`src/rtl/decoder_pipe.sv`:
```
// Registered binary-to-one-hot decoder with a single-entry valid/ready output stage.
// Define DECODER_PIPE_ERR_CNT_EN to add a saturating 8-bit out-of-range counter (err_cnt).
module decoder_pipe #(
    parameter int IN_W  = 3,
    parameter int OUT_N = 2**IN_W
) (
    input  logic             clk,
    input  logic             rst,
    input  logic [IN_W-1:0]  i,
    input  logic             i_valid,
    output logic             i_ready,
    output logic [OUT_N-1:0] q,
    output logic             q_err,
    output logic             q_valid,
`ifdef DECODER_PIPE_ERR_CNT_EN
    output logic [7:0]       err_cnt,
`endif
    input  logic             q_ready
);

    logic [OUT_N-1:0] q_vec_q, q_vec_d;
    logic             err_q, err_d;
    logic             valid_q, valid_d;
    logic [OUT_N-1:0] onehot;
    logic             in_range;
    logic             accept;

    // Comparisons use 9 bits so OUT_N = 256 with IN_W = 8 still fits.
    assign in_range = ({{(9-IN_W){1'b0}}, i} < 9'(OUT_N));

    for (genvar gi = 0; gi < OUT_N; gi++) begin : g_onehot
        assign onehot[gi] = (i == IN_W'(gi));
    end

    // Reset gates ready combinationally so nothing is accepted while rst is low.
    assign i_ready = rst & (~valid_q | q_ready);
    assign accept  = i_valid & i_ready;

    always_comb begin
        q_vec_d = q_vec_q;
        err_d   = err_q;
        valid_d = valid_q;
        if (accept) begin
            valid_d = 1'b1;
            err_d   = ~in_range;
            q_vec_d = in_range ? onehot : '0;
        end else if (q_ready) begin
            valid_d = 1'b0;
            err_d   = 1'b0;
            q_vec_d = '0;
        end
    end

    always_ff @(posedge clk or negedge rst) begin
        if (!rst) begin
            q_vec_q <= '0;
            err_q   <= 1'b0;
            valid_q <= 1'b0;
        end else begin
            q_vec_q <= q_vec_d;
            err_q   <= err_d;
            valid_q <= valid_d;
        end
    end

    assign q       = q_vec_q;
    assign q_err   = err_q;
    assign q_valid = valid_q;

`ifdef DECODER_PIPE_ERR_CNT_EN
    logic [7:0] cnt_q, cnt_d;

    always_comb begin
        cnt_d = cnt_q;
        if (accept && !in_range && cnt_q != 8'hFF) begin
            cnt_d = cnt_q + 8'd1;
        end
    end

    always_ff @(posedge clk or negedge rst) begin
        if (!rst) begin
            cnt_q <= 8'd0;
        end else begin
            cnt_q <= cnt_d;
        end
    end

    assign err_cnt = cnt_q;
`endif

endmodule

```
`config.mk`:
```
export PLATFORM = sky130hd
export DESIGN_NAME = decoder_pipe
export DESIGN_NICKNAME = d
export VERILOG_FILES = /design/src/rtl/decoder_pipe.sv
export SDC_FILE = /design/constraint.sdc
export NUM_CORES = 1
export LEC_CHECK = 0
export ABC_AREA = 1
export CORE_AREA = 2 2 39 41
export CTS_BUF_LIST = sky130_fd_sc_hd__clkbuf_4 sky130_fd_sc_hd__clkbuf_8 sky130_fd_sc_hd__clkbuf_16
export DETAILED_ROUTE_END_ITERATION = 16
export DIE_AREA = 0 0 41 43
export PLACE_DENSITY = 0.76
export SYNTH_ARGS = -nofsm -noshare
export SYNTH_HDL_FRONTEND = slang
export SYNTH_SLANG_ARGS = --single-unit
```
`constraint.sdc`:
```
create_clock -name clk -period 1.7 [get_ports clk]
set_input_delay 0.34 -clock clk [delete_from_list [all_inputs] [get_ports clk]]
set_output_delay 0.34 -clock clk [all_outputs]
set_load 0.01 [all_outputs]
```
# --- After elaboration in Yosys (flattened, before gate mapping) ---
# Cells that the tools add are included.
word_totals:
  register_bits: 10
  output_inout_bits: 11
  in_bits: 7
  wordCells: 21
classes:
  n_eq_ne: 7
  bitwise: 4
  mux: 5
  reduce_logical: 2
op_table:
  columns: ["cell", "count"]
  rows:
  - ["two-way mux 8 bit", 2]
  - ["equality test 3 bit, second input constant", 4]
  - ["equality test 3 x 2 -> 1 bit, second input constant", 2]
  - ["equality test 3 x 1 -> 1 bit, second input constant", 1]
  - ["logical NOT 3 bit", 1]
  - ["two-way mux 1 bit", 3]
  - ["AND 1 bit", 2]
  - ["nonzero test 2 bit", 1]
  - ["inverter 1 bit", 1]
  - ["OR 1 bit", 1]

# --- Depth between registers and ports, before layout ---
depth:
  word_depth: 5
  mapped_depth: 6
  depth_no_buf: 6

# --- Least setup slack after synthesis ---
# No wires, ideal clock.
synth_timing:
  path_kind: "reg2out"
  start: "reg valid_q (netlist: q_valid)"
  end: "out i_ready"
  slack_ns: 0.702
  arrival_ns: 0.658
  stages_incl_launch_ff: 4
  path_cell_list: "dfrtp_1 > nand2_4 > nand2_4 > inv_1"
synth_between:
  elab_chain_cells: 3
synth_rtl:
  columns: ["element", "line_no", "source"]
  rows:
  - ["start: declaration", "23", "logic valid_q, valid_d;"]
  - ["start signal: assignment", "62", "valid_q <= valid_d;"]
  - ["inverter 1 bit", "36", "assign i_ready = rst & (~valid_q | q_ready);"]
  - ["OR 1 bit", "36", null]
  - ["AND 1 bit", "36", null]
  - ["end: declaration", "11", "output logic i_ready,"]
# Every way passes these cells.

# --- Final worst setup path ---
layout_timing:
  start: "in q_ready"
  end: "out i_ready"
layout_between:
  elab_chain_cells: 2
layout_rtl:
  columns: ["element", "line_no", "source"]
  rows:
  - ["start: declaration", "18", "input logic q_ready"]
  - ["OR 1 bit", "36", null]
  - ["AND 1 bit", "36", null]
# Every way passes these cells.

==> summary.md <==
The run finished with clean final reports. The antenna cell count was 0; the unique cell type count in the Yosys netlist was 11. The critical path is of the input port to output pin type. The mean number of vias per cell is 4.41. Port buffering added 16 buffers.

Share of cells above drive strength 1: 0.160. The number of nets handed over by synthesis was 65. The static leakage power was 0.371 nW. For the post-route core utilization, the log shows 0.494. The worst register-to-register path ends at q[4]. The clock network latency to the later pin of the worst-skew pair was 0.25 ns.

The net count of the finished layout is 89. The slowest stage of the critical path is the sky130_fd_sc_hd__clkdlybuf4s50_1 cell. At the end of routability-driven placement, the weighted congestion stood at 0.798. The arrival time of the worst setup path is 1.25 ns, and the ratio of total power to cell area is 721 mW/mm^2. The row count was 14. Setup repair after global routing left no endpoint under its margin. The die covers 0.00176 sq mm. Together, buffers and inverters on the worst path number 4. For the routed via count, the log shows 428. For the number of failing setup endpoints in the final timing report, the log shows 0.

The startpoint identified for the worst register-to-register timing path is q_valid. The run gives 0.000276 V as the worst ir drop on vdd. The worst setup path is launched from an input port.

Summed over all instances, the cell type with the most area after synthesis is sky130_fd_sc_hd__dfrtp_1. The run gives 0 as the max-slew violation count. The fraction of power consumed by the clock network was 0.352; the starting utilization of the core area was 0.326. Entering global routing, the biggest net connects 11 pins. The most used flip-flop cell after synthesis is sky130_fd_sc_hd__dfrtp_1. Core region area: 0.00138 sq mm. The via count of the first global-routing pass was 405.

The kind of cell adding the most delay to the critical path is buffers and inverters. Walking the worst path, the cells encountered are clkdlybuf4s50_1 -> inv_2 -> nand2_4 -> nand2_4 -> inv_1 -> dlygate4sd2_1. The first global-routing pass estimated 1.67 mm of wire.

Clock tree synthesis found a total of 9 sinks. The number of flops mapped to enable cells by yosys came out at 0. In this run the power spent charging and discharging nets is 118 uW. Minimum clock period: 1.59 ns. TritonCTS built the clock tree. The run gives 0 as the number of hold violations in the final report. The run gives 0.185 as the combinational group share of total power. The async set or reset register ratio after synthesis was 1.00; the post-cts hold buffer count was 0.

The worst setup path is captured at an output pin. By area the synthesized netlist is led by sky130_fd_sc_hd__dfrtp_1, sky130_fd_sc_hd__nand2_1, sky130_fd_sc_hd__nand3_1. The horizontal die dimension is 41 um, and the largest fanout on the critical path is 2. The logs give 58 for the instance count of the mapped netlist and 374 uW for the internal power summed over all cells. The number of cells on the worst reg-to-reg path is 5. For the sequential group share of total power, the log shows 0.462. The cell repeated most along the worst path was sky130_fd_sc_hd__nand2_4.

The switching power share of the total is 0.240. Timing would allow up to 628 MHz. For the total power of the final layout, the log shows 492 uW. The run gives 0 as the number of warnings issued by yosys. Clock skew on the completed layout was measured at 0.00120 ns. Ranked by instance count, the synthesized netlist is headed by sky130_fd_sc_hd__nand2_1, sky130_fd_sc_hd__dfrtp_1, sky130_fd_sc_hd__nand3_1, sky130_fd_sc_hd__nor2_1, sky130_fd_sc_hd__inv_1. The post-route fraction of the period consumed by the critical path was 0.937; the DRC violation count after routing was 0. The longest clock path from root to sink contains 2 buffers. The final layout contains routed wiring with a total length of 911 um. The final routed wire length divided by cell count is 9.39 um. Across all register-to-register paths, the minimum setup slack is 0.65 ns.

The tools report the H-tree depth as 1. The run gives 9 as the count of routing violations after the opening detailed-route iteration. Detailed placement finished with a half-perimeter wire length of 764 um.

The die is 43 um tall. Buffers inserted during clock tree synthesis total 3. Average size of a mapped cell: 7.79 sq um. The path class of the tightest hold or removal check is input port to async pin.

On the worst path, the slowest cell contributes a delay of 0.47 ns. The tools report the clock root buffer as sky130_fd_sc_hd__clkbuf_4. The initial antenna violation count was 0; the total routing usage reported by global routing was 0.141. After synthesis the netlist holds a flip-flop and latch count of 9.

The logs give 3 for the number of optimization iterations in the first detailed-route pass and 0 for the total congestion overflow. The reported max-cap violation count was 0; the top-level I/O count was 18. The cell with the most instances after synthesis was sky130_fd_sc_hd__nand2_1.

After clock tree synthesis, the clock-pin slew on the worst setup and hold paths is 0.06 ns. The tools report the synthesized area as 452 sq um. Relative to the synthesized area, the layout overhead comes to 51.2%.

The final antenna-violating net count is 0. The tools report the data required time of the critical path as 1.36 ns. The area share of the largest cell type after synthesis works out to 0.499.

The register area share after synthesis came out at 0.499.
==> placed cells by master (no fill, tap or decap), drive strengths merged <==
master         Yosys  layout
buf                1       4
clkbuf             0       4
clkdlybuf4s50      0      15
conb               1       1
dfrtp              9       9
dlygate4sd2        0       1
inv                6       6
nand2             23      23
nand3              9       9
nor2               9       9
==> timing repair <==
action / 4_1_cts / 5_1_grt
hold endpoints to repair: 0 / 0
setup buffers: 0 / 0
resized for setup: 1 / 0
setup endpoints to repair: 1 / 0
==> sequential cells by signal, indices dropped and copies added (netlist names) <==
signal   count
q            8
q_valid      1
==> power by group through the flow <==
stage | registers [mW] | logic, mW | clock network (mW)
detailed placement | 0.232 | 0.0938 | 0
global route | 0.229 | 0.102 | 0.197
CTS | 0.228 | 0.0926 | 0.179
finish | 0.228 | 0.0911 | 0.174
floorplan | 0.235 | 0.0356 | 0
global placement | 0.231 | 0.0919 | 0
==> stage by stage <==
| step | setup TNS, ns | hold slack [ns] | setup slack [ns] | cell area [sq um] | cells |
|---|---|---|---|---|---|
| 3_5_place_dp | -0.161 | 0.489 | -0.161 | 654 | 93 |
| 5_1_grt | 0 | 0.480 | 0.0403 | 683 | 97 |
| 4_1_cts | 0 | 0.485 | 0.0991 | 683 | 97 |
| 3_3_place_gp | -0.158 | 0.488 | -0.158 | 654 | 93 |
| 2_1_floorplan | 0 | 0.0444 | 0.702 | 452 | 58 |
| 6_report | 0 | 0.484 | 0.107 | 683 | 97 |
==> cell families (layout without fill, tap and decap cells) <==
logic type,Yosys count,after routing,share of synthesized area
buffers and inverters,7,30,0.0665
other,1,1,0.00830
and+or+nand+nor,41,41,0.427
DFF,9,9,0.499
==> per-layer routing <==
layer  part of all wire  track usage  up-vias
li1                   -            -      224
met5                  0            0        -
met4             0.0088       0.0800        0
met1               0.44        0.173      188
met3              0.076       0.0471        2
met2               0.47        0.206       14
==> cell type report <==
class	count	area, sq um
Clock buffer	4	30.0
Multi-Input combinational cell	42	196
Timing Repair Buffer	20	189
Fill cell	151	701
Inverter	6	22.5
Sequential cell	9	225
Tap cell	16	20.0
==> worst max path at each step <==
stage	to	startpoint	cells after the start
2_1_floorplan	i_ready	q_valid	3
3_3_place_gp	i_ready	q_ready	6
3_5_place_dp	i_ready	q_ready	6
4_1_cts	i_ready	q_ready	6
5_1_grt	i_ready	q_ready	6
6_report	i_ready	q_ready	6
No activity file was read; power rests on OpenSTA's default activity.
